--- config.mk ---
export PLATFORM = sky130hd
export DESIGN_NAME = regfile_write_arbiter_flat
export DESIGN_NICKNAME = d
export VERILOG_FILES = /design/src/rtl/regfile_write_arbiter_pkg.sv /design/src/rtl/regfile_write_arbiter_if.sv /design/src/rtl/regfile_write_arbiter_rr_arbiter2.sv /design/src/rtl/regfile_write_arbiter.sv /design/src/flat_wrapper.sv
export SDC_FILE = /design/constraint.sdc
export NUM_CORES = 1
export LEC_CHECK = 0
export ABC_AREA = 1
export ABC_CLOCK_PERIOD_IN_PS = 2500
export CELL_PAD_IN_SITES_DETAIL_PLACEMENT = 1
export CELL_PAD_IN_SITES_GLOBAL_PLACEMENT = 1
export CORE_MARGIN = 2
export CORE_UTILIZATION = 28
export CTS_CLUSTER_SIZE = 25
export DETAILED_ROUTE_END_ITERATION = 16
export PLACE_DENSITY_LB_ADDON = 0.1
export REMOVE_ABC_BUFFERS = 1
export SETUP_SLACK_MARGIN = 0.05
export SLEW_MARGIN = 5
export SYNTH_ARGS = -nofsm -noshare
export SYNTH_HDL_FRONTEND = slang
export SYNTH_HIERARCHICAL = 1
export SYNTH_SLANG_ARGS = --single-unit
--- constraint.sdc ---
create_clock -name Clk -period 2.5 [get_ports Clk]
set_input_delay 0.25 -clock Clk [delete_from_list [all_inputs] [get_ports Clk]]
set_output_delay 0.25 -clock Clk [all_outputs]
set_load 0.1 [all_outputs]
--- src/rtl/regfile_write_arbiter_pkg.sv ---
// Shared constants for the register-file write arbiter: default geometry,
// FSM state encodings and requester identifiers.
package regfile_write_arbiter_pkg;

  localparam int DEF_NUM_REGS   = 32;
  localparam int DEF_ADDR_WIDTH = 5;
  localparam int DEF_DATA_WIDTH = 32;

  // FSM encodings
  localparam logic ST_CLEAR = 1'b0;
  localparam logic ST_ARB   = 1'b1;

  // Requester identifiers, also used as the priority token value
  localparam logic REQ_A = 1'b0;
  localparam logic REQ_B = 1'b1;

  typedef logic req_id_t;

  // The requester that gets priority after the given one has been served.
  function automatic req_id_t other_req(input req_id_t served);
    return (served == REQ_A) ? REQ_B : REQ_A;
  endfunction

endpackage

--- src/rtl/regfile_write_arbiter_if.sv ---
// Bundle of the two writeback request channels and the register-file
// write-port outputs. master = requester/regfile side, slave = arbiter.
interface regfile_write_arbiter_if #(
  parameter int ADDR_WIDTH = 5,
  parameter int DATA_WIDTH = 32
);
  logic                  AValid;
  logic                  AReady;
  logic [ADDR_WIDTH-1:0] AAddr;
  logic [DATA_WIDTH-1:0] AData;
  logic                  BValid;
  logic                  BReady;
  logic [ADDR_WIDTH-1:0] BAddr;
  logic [DATA_WIDTH-1:0] BData;
  logic                  RegWrite;
  logic [ADDR_WIDTH-1:0] WriteRegister;
  logic [DATA_WIDTH-1:0] WriteData;
  logic                  ClearDone;

  modport master (
    output AValid, AAddr, AData, BValid, BAddr, BData,
    input  AReady, BReady, RegWrite, WriteRegister, WriteData, ClearDone
  );

  modport slave (
    input  AValid, AAddr, AData, BValid, BAddr, BData,
    output AReady, BReady, RegWrite, WriteRegister, WriteData, ClearDone
  );
endinterface

--- src/rtl/regfile_write_arbiter_rr_arbiter2.sv ---
// Two-way combinational grant. A lone valid requester wins; when both are
// valid the one named by prio wins. Nothing is granted while disabled.
module rr_arbiter2
  import regfile_write_arbiter_pkg::*;
(
  input  logic valid_a,
  input  logic valid_b,
  input  logic prio,
  input  logic enable,
  output logic grant_a,
  output logic grant_b
);

  // Grant decision; grants are mutually exclusive by construction
  always_comb begin
    grant_a = 1'b0;
    grant_b = 1'b0;
    if (enable) begin
      if (valid_a && (!valid_b || prio == REQ_A)) begin
        grant_a = 1'b1;
      end else if (valid_b) begin
        grant_b = 1'b1;
      end
    end
  end

endmodule

--- src/rtl/regfile_write_arbiter.sv ---
// Register-file write-port owner. After reset it zeroes registers
// 1..NUM_REGS-1, then shares the port between requesters A and B with
// round-robin priority. Writes to register 0 are accepted and dropped.
//
//   state    | meaning
//   ---------+-----------------------------------------------
//   ST_CLEAR | issuing one zero write per cycle, no grants
//   ST_ARB   | arbitrating A/B, one write per cycle at most
module regfile_write_arbiter
  import regfile_write_arbiter_pkg::*;
#(
  parameter int NUM_REGS   = DEF_NUM_REGS,
  parameter int ADDR_WIDTH = DEF_ADDR_WIDTH,
  parameter int DATA_WIDTH = DEF_DATA_WIDTH,
  parameter int RR_INIT    = 0
) (
  input  logic Clk,
  input  logic ResetN,
  regfile_write_arbiter_if.slave bus
);

  // The clear counter runs one past the last register so that the
  // completion cycle is distinguishable from the final zero write.
  localparam logic [ADDR_WIDTH:0] CLR_START = (ADDR_WIDTH+1)'(1);
  localparam logic [ADDR_WIDTH:0] CLR_END   = (ADDR_WIDTH+1)'(NUM_REGS);
  localparam logic                PRIO_INIT = (RR_INIT != 0) ? REQ_B : REQ_A;

  logic                  state;
  logic [ADDR_WIDTH:0]   clr_cnt;
  logic                  prio;
  logic                  enable;
  logic                  grant_a;
  logic                  grant_b;
  logic                  reg_write;
  logic [ADDR_WIDTH-1:0] write_register;
  logic [DATA_WIDTH-1:0] write_data;
  logic                  clear_done;

  // Grants are held off during reset as well, so a request pending when
  // ResetN drops is never reported accepted on the edge that cancels it.
  assign enable = (state == ST_ARB) && ResetN;

  rr_arbiter2 u_arb (
    .valid_a (bus.AValid),
    .valid_b (bus.BValid),
    .prio    (prio),
    .enable  (enable),
    .grant_a (grant_a),
    .grant_b (grant_b)
  );

  assign bus.AReady        = grant_a;
  assign bus.BReady        = grant_b;
  assign bus.RegWrite      = reg_write;
  assign bus.WriteRegister = write_register;
  assign bus.WriteData     = write_data;
  assign bus.ClearDone     = clear_done;

  // FSM, clear sequencing, priority token and registered write port
  always_ff @(posedge Clk) begin
    if (!ResetN) begin
      state          <= ST_CLEAR;
      clr_cnt        <= CLR_START;
      prio           <= PRIO_INIT;
      reg_write      <= 1'b0;
      write_register <= '0;
      write_data     <= '0;
      clear_done     <= 1'b0;
    end else begin
      case (state)
        ST_CLEAR: begin
          if (clr_cnt == CLR_END) begin
            reg_write  <= 1'b0;
            clear_done <= 1'b1;
            state      <= ST_ARB;
          end else begin
            reg_write      <= 1'b1;
            write_register <= clr_cnt[ADDR_WIDTH-1:0];
            write_data     <= '0;
            clr_cnt        <= clr_cnt + 1'b1;
          end
        end
        default: begin
          reg_write <= 1'b0;
          if (grant_a) begin
            prio <= other_req(REQ_A);
            if (bus.AAddr != '0) begin
              reg_write      <= 1'b1;
              write_register <= bus.AAddr;
              write_data     <= bus.AData;
            end
          end else if (grant_b) begin
            prio <= other_req(REQ_B);
            if (bus.BAddr != '0) begin
              reg_write      <= 1'b1;
              write_register <= bus.BAddr;
              write_data     <= bus.BData;
            end
          end
        end
      endcase
    end
  end

endmodule
--- src/flat_wrapper.sv ---
// flat-port wrapper written by rule: the top's interface ports become plain ports
module regfile_write_arbiter_flat import regfile_write_arbiter_pkg::*;
#(
  parameter int NUM_REGS   = DEF_NUM_REGS,
  parameter int ADDR_WIDTH = DEF_ADDR_WIDTH,
  parameter int DATA_WIDTH = DEF_DATA_WIDTH,
  parameter int RR_INIT    = 0
)
  (Clk, ResetN, bus_AValid, bus_AAddr, bus_AData, bus_BValid, bus_BAddr, bus_BData, bus_AReady, bus_BReady, bus_RegWrite, bus_WriteRegister, bus_WriteData, bus_ClearDone);
  regfile_write_arbiter_if #(.ADDR_WIDTH(ADDR_WIDTH), .DATA_WIDTH(DATA_WIDTH)) bus_i ();
  input  logic Clk;
  input  logic ResetN;
  input wire logic [$bits(bus_i.AValid)-1:0] bus_AValid;
  input wire logic [$bits(bus_i.AAddr)-1:0] bus_AAddr;
  input wire logic [$bits(bus_i.AData)-1:0] bus_AData;
  input wire logic [$bits(bus_i.BValid)-1:0] bus_BValid;
  input wire logic [$bits(bus_i.BAddr)-1:0] bus_BAddr;
  input wire logic [$bits(bus_i.BData)-1:0] bus_BData;
  output wire logic [$bits(bus_i.AReady)-1:0] bus_AReady;
  output wire logic [$bits(bus_i.BReady)-1:0] bus_BReady;
  output wire logic [$bits(bus_i.RegWrite)-1:0] bus_RegWrite;
  output wire logic [$bits(bus_i.WriteRegister)-1:0] bus_WriteRegister;
  output wire logic [$bits(bus_i.WriteData)-1:0] bus_WriteData;
  output wire logic [$bits(bus_i.ClearDone)-1:0] bus_ClearDone;
  assign bus_i.AValid = bus_AValid;
  assign bus_i.AAddr = bus_AAddr;
  assign bus_i.AData = bus_AData;
  assign bus_i.BValid = bus_BValid;
  assign bus_i.BAddr = bus_BAddr;
  assign bus_i.BData = bus_BData;
  assign bus_AReady = bus_i.AReady;
  assign bus_BReady = bus_i.BReady;
  assign bus_RegWrite = bus_i.RegWrite;
  assign bus_WriteRegister = bus_i.WriteRegister;
  assign bus_WriteData = bus_i.WriteData;
  assign bus_ClearDone = bus_i.ClearDone;
  regfile_write_arbiter #(.NUM_REGS(NUM_REGS), .ADDR_WIDTH(ADDR_WIDTH), .DATA_WIDTH(DATA_WIDTH), .RR_INIT(RR_INIT)) u_core (.Clk(Clk), .ResetN(ResetN), .bus(bus_i));
endmodule
-- After elaboration in Yosys (flattened, before gate mapping)
Cells that the tools add are included.
- $add $sub $neg: 1
- eq/ne operators: 5
- multiplexer cells: 27
- bitwise gates (word level): 3
- reduce and logical (&&, ||, !) cells: 11
- operator list (cell ; count):
    $mux 32 ; 6
    $mux 5 ; 6
    $mux 1 ; 15
    $reduce_bool 5->1 ; 2
    $ne 3x3->1 const B ; 3
    $add 6x1->6 const B ; 1
    $eq 6x6->1 const B ; 1
    $reduce_and 2->1 ; 3
    $reduce_and 4->1 ; 1
    $not 1->1 ; 3
    $logic_and 1x1->1 ; 2
    $ne 2x1->1 const B ; 1
    $reduce_bool 2->1 ; 1
    $logic_not 1->1 ; 1
    $logic_or 1x1->1 ; 1
- register bits after elaboration: 47
- input port bits: 78
- output and inout bits: 41
- logic and storage cells: 54

-- Logic depth before layout (Yosys ltp)
- word-level depth: 8
- depth in mapped cells: 15
- gate-level depth less buffers: 11

-- By module
Netlist, hierarchy kept.
- modules (own cells, without submodules) (module ; instances ; cells each ; area an instance (um2) ; seq. area each (um2)):
    regfile_write_arbiter ; 1 ; 371 ; 2552.4 ; 940.9
    rr_arbiter2 ; 1 ; 6 ; 32.5 ; 0.0

-- Least setup slack after synthesis
No wires, ideal clock.
- path type: input port to flip-flop
- from: in ResetN
- to: reg u_core.write_register[1] (netlist: u_core/bus.WriteRegister[1])
- setup time: 0.113 ns
- arrival: 2.753 ns
- setup slack: -0.365 ns
- stages on the path: 15
- path buffers: 4
- cell sequence: clkbuf_1 > clkbuf_1 > nand2_1 > inv_1 > inv_1 > nor2_2 > nand2_1 > inv_2 > nand2_1 > nand2_1 > nor2_2 > buf_6 > buf_6 > nor2_1 > nor2_1
- word-level cells in the longest chain between the ends: 4
- elaborated cells on any way between the ends: 9
- those cells by class: 3 x eq/ne; 4 x mux; 2 x reduce/logical
- RTL lines (element ; RTL line ; source):
    start: declaration ; flat_wrapper.sv:12 ; input logic ResetN;
    $logic_and 1x1->1 (*) ; regfile_write_arbiter.sv:41 ; assign enable = (state == ST_ARB) && ResetN;
    net u_core.enable ; regfile_write_arbiter.sv:31 ; logic enable;
    $mux 1 (*) ; regfile_write_arbiter_rr_arbiter2.sv:18 ; if (enable) begin
    net bus_AReady ; flat_wrapper.sv:19 ; output wire logic [$bits(bus_i.AReady)-1:0] bus_AReady;
    $ne 3x3->1 (no source line) / $mux 5 (equally long branches) ; - ;
    $reduce_and 4->1 (no source line) / $mux 5 (equally long branches) ; - ;
    end signal: assignment ; regfile_write_arbiter.sv:78 ; write_register <= clr_cnt[ADDR_WIDTH-1:0];
    end signal: assignment ; regfile_write_arbiter.sv:89 ; write_register <= bus.AAddr;
    end signal: assignment ; regfile_write_arbiter.sv:96 ; write_register <= bus.BAddr;
    end: declaration ; regfile_write_arbiter.sv:35 ; logic [ADDR_WIDTH-1:0] write_register;
The timed path passes the listed nets; every way through them passes the cells marked *.
A chain may end at the register's enable or synchronous reset.

-- Final worst setup path
- from: in bus_BValid
- to: reg u_core.write_data[10] (netlist: u_core/bus.WriteData[10])
- word-level cells in the longest chain between the ends: 7
- elaborated cells on any way between the ends: 14
- those cells by class: 3 x eq/ne; 7 x mux; 4 x reduce/logical
- RTL lines (element ; RTL line ; source):
    start: declaration ; flat_wrapper.sv:16 ; input wire logic [$bits(bus_i.BValid)-1:0] bus_BValid;
    $logic_not 1->1 ; regfile_write_arbiter_rr_arbiter2.sv:19 ; if (valid_a && (!valid_b || prio == REQ_A)) begin
    $logic_or 1x1->1 ; regfile_write_arbiter_rr_arbiter2.sv:19 ;
    $logic_and 1x1->1 ; regfile_write_arbiter_rr_arbiter2.sv:19 ;
    $mux 1 ; regfile_write_arbiter_rr_arbiter2.sv:19 ;
    $mux 1 ; regfile_write_arbiter_rr_arbiter2.sv:18 ;
    $ne 3x3->1 (no source line) / $mux 32 (equally long branches) ; - ;
    $reduce_and 4->1 (no source line) / $mux 32 (equally long branches) ; - ;
    end signal: assignment ; regfile_write_arbiter.sv:90 ; write_data <= bus.AData;
    end signal: assignment ; regfile_write_arbiter.sv:97 ; write_data <= bus.BData;
    end: declaration ; regfile_write_arbiter.sv:36 ; logic [DATA_WIDTH-1:0] write_data;
Several ways; a longest one is shown, not always the timed one.

==> flow_metrics.tcl <==
set metrics [dict create \
    holdPathStages 1 \
    cellPowerDensity_nw_per_um2 404.8 \
    maxSlewHeadroom_pct 68.99 \
    tightest_slew_ns 0.4652 \
    drc 0 \
    port_buffers 118 \
    clock_sinks 47 \
    die_w_um 100.1 \
    grt_pass1_vias 2817 \
    timing.critical_path.mode_cell "nand2_1" \
    finalPower_uw 1554 \
    drt-initial-drc-count 95 \
    async_flop_share_pct 0 \
    ys_seq_area_share_pct 36.40 \
    core_area_um2 9109 \
    cts_inserted_buffers 5 \
    gr-total-overflow 0 \
    vias 2833 \
    ys_top_cells_by_area "dfxtp_1 (36%), nor2_1 (13%), a22o_1 (11%), nand2_1 (9.7%), nand4_1 (9.0%)" \
    grt_use_met1_pct 22.69 \
    synth_top_family_by_area "simple AND/OR/NAND/NOR gates" \
    cts_resized 0 \
    clk_pin_slew_ns 0.09 \
    synth_adder_area_share_pct 0.9681 \
    multi_input_area_um2 1281 \
    required_ns 2.69 \
    yosysWarningCount 6 \
    ys.flop_type "dfxtp_1" \
    max_freq_mhz 569.2 \
    dpl.hpwl_mm 6.240 \
    path_buf_inv 3 \
    pre_cts_ws_ns 0.4128 \
    postRouteAntennaNets 0 \
    muxShareOfSynthArea_pct 0 \
    cts_buffer_depth 2 \
    synth-compound-area-share_pct 13.26 \
    die_h_um 100.1 \
    post_cts_buffers 0 \
    n_antenna_cell 0 \
    placed_cells 590 \
    nets 566 \
    syn_area_per_cell_um2 6.857 \
    synth_xor_area_share_pct 0.6776 \
    grt-busiest-layer "met2" \
    dieArea_um2 10020 \
    rr_startpoint "u_core/state" \
    clock_skew_ns 0.007450 \
    synth_top_area_share_pct 36.40 \
    arrival_ns 1.95 \
    met2_usage_pct 30.41 \
    clk_latency_ns 0.30 \
    clockRootBuffer "clkbuf_8" \
    r2r_slack_ns 0.80 \
    min_from "u_core/bus.ClearDone" \
    synth_edf_count 0 \
    synthCells 377 \
    met3_usage_pct 3.203 \
    rsz0062_at_grt "no" \
    drt_pass1_iterations 4 \
    reg2reg_depth 12 \
    antenna_found_initial 0 \
    hp-class "register to register" \
    r2r_end "u_core/bus.WriteData[10]" \
    synth.largest_area_cell "dfxtp_1" \
    ios 119 \
    avgViaCountPerCell 4.745 \
    rows 35 \
    start_kind "primary input" \
    wl_per_cell_um 14.25 \
    grt_max_degree 44 \
    final_cell_count_no_fill 597 \
    synthToLayoutAreaGrowth_pct 48.55 \
    ir_drop_v 0.0002108 \
    cts_tree "yes" \
    yosys.area_share.simple_pct 34.46 \
    hold_viol 0 \
    crit_path_end_kind "register" \
    start_util_pct 28.38 \
    critPathMaxStageDelay_ns 0.43 \
    leakage_uw 0.001571 \
    postCtsHoldBufs 0 \
    fin_crit_ns 1.757 \
    path_max_fanout 26 \
    worstSetupPathType "primary input to register" \
    design_area_um2 3840 \
    setup_viol 0 \
    htree_levels 2 \
    gp_congestion 0.7763 \
    placed_area_um2 3737 \
    synthesis.area_um2 2585 \
    slew_viol_final 0 \
    cap_violations 0 \
    grt_pass1_wl_mm 14.03 \
    regArea_um2 940.9 \
    grt.total_usage_pct 17.37 \
    cp_top_family "simple AND/OR/NAND/NOR gates" \
    num-fill-cells 1180 \
    synth_seq_cells 47 \
    drive_gt1_share_pct 13.99 \
    hold_end "u_core/bus.ClearDone" \
    setup_ws_ns 0.7432 \
    post-route-period-util_pct 70.27 \
    synth_cell_types 23 \
    status "finished clean" \
    wirelength_mm 8.507 \
    worstPathCellList "clkdlybuf4s50_1, nand2_2, nand2_1, nor2_2, nand2_1, inv_2, nand2_1, nand2_1, nor2_4, buf_4, nor2_1, nor2_1" \
    critPathSlowestCell "clkdlybuf4s50_1" \
]
-- how the worst max path moves through the flow --
stage | start | end | slack [ns] | cells past startpoint
after floorplan | u_core/state | u_core/bus.WriteData[0] | -1.28 | 10
after global placement | bus_AValid | u_core/bus.WriteData[27] | 0.47 | 11
after detailed placement | bus_BValid | u_core/bus.WriteData[27] | 0.41 | 12
after global routing | bus_BValid | u_core/bus.WriteData[1] | 0.59 | 12
final | bus_BValid | u_core/bus.WriteData[10] | 0.74 | 12
after CTS | bus_BValid | u_core/bus.WriteData[27] | 0.74 | 12
-- cells in the mapped netlist (3+ instances only) --
cell,instances
a21oi_1,4
clkbuf_1,7
nand4_1,37
nand2_1,67
nand3_1,9
a22o_1,32
dfxtp_1,47
buf_2,12
buf_6,7
nor2_2,3
nor2_1,87
inv_1,48
-- power breakdown --
group          leakage (uW)  internal, uW  switching, uW  total [uW]
Clock             0.0000513           294            255         549
Sequential         0.000380           760           10.4         770
Combinational       0.00114           135            100         235
Total               0.00157          1190            366        1550
-- logic make-up (layout without fill, tap and decap cells) --
group                      count (synthesis)  after routing
AOI/OAI and AO/OA                         42             42
adders and majority gates                  2              2
and+or+nand+nor                          206            206
xor gates and xnor gates                   2              2
buffers and inverters                     78            187
DFF                                       47             47
-- cells in the final DEF (no fill, tap or decap), drive strengths merged, types with 5 or more instances in the layout --
master,n
nand4,37
a21oi,5
nand3,9
nor2,90
dfxtp,47
inv,50
clkbuf,6
nand2,69
buf,54
a22o,32
clkdlybuf4s50,76
-- layer usage --
metal | up-vias | part of all wire, % | wire (um)
met4 | 0 | 0.45 | 38
met1 | 1338 | 47 | 4038
li1 | 1436 | - | -
met3 | 2 | 4.6 | 388
met2 | 57 | 48 | 4041
met5 | - | 0 | 0
-- state kept, by name, indices dropped and copies added, names as in the netlist --
name	count
u_core/bus.RegWrite	1
u_core/bus.WriteData	32
u_core/bus.WriteRegister	5
u_core/clr_cnt	6
u_core/bus.ClearDone	1
u_core/prio	1
u_core/state	1
-- cell type report --
type / instances / area share [%]
clock buffers: 6 / 1.890
clock inverters: 1 / 0.7820
inverters: 50 / 4.888
multi-input cells: 252 / 33.37
flip-flops and latches: 47 / 24.50
well taps: 111 / 3.617
repair buffers: 130 / 30.95
-- through the flow --
stage               hold slack (ns)  utilization (%)  setup TNS [ns]
finish                       0.4793            42.16               0
global route                 0.5149            42.16               0
CTS                          0.4856            42.16               0
detailed placement           0.4627            41.03               0
global placement             0.4548            41.03               0
floorplan                    0.3341                -          -48.54
(Power assumes the default switching activity.)
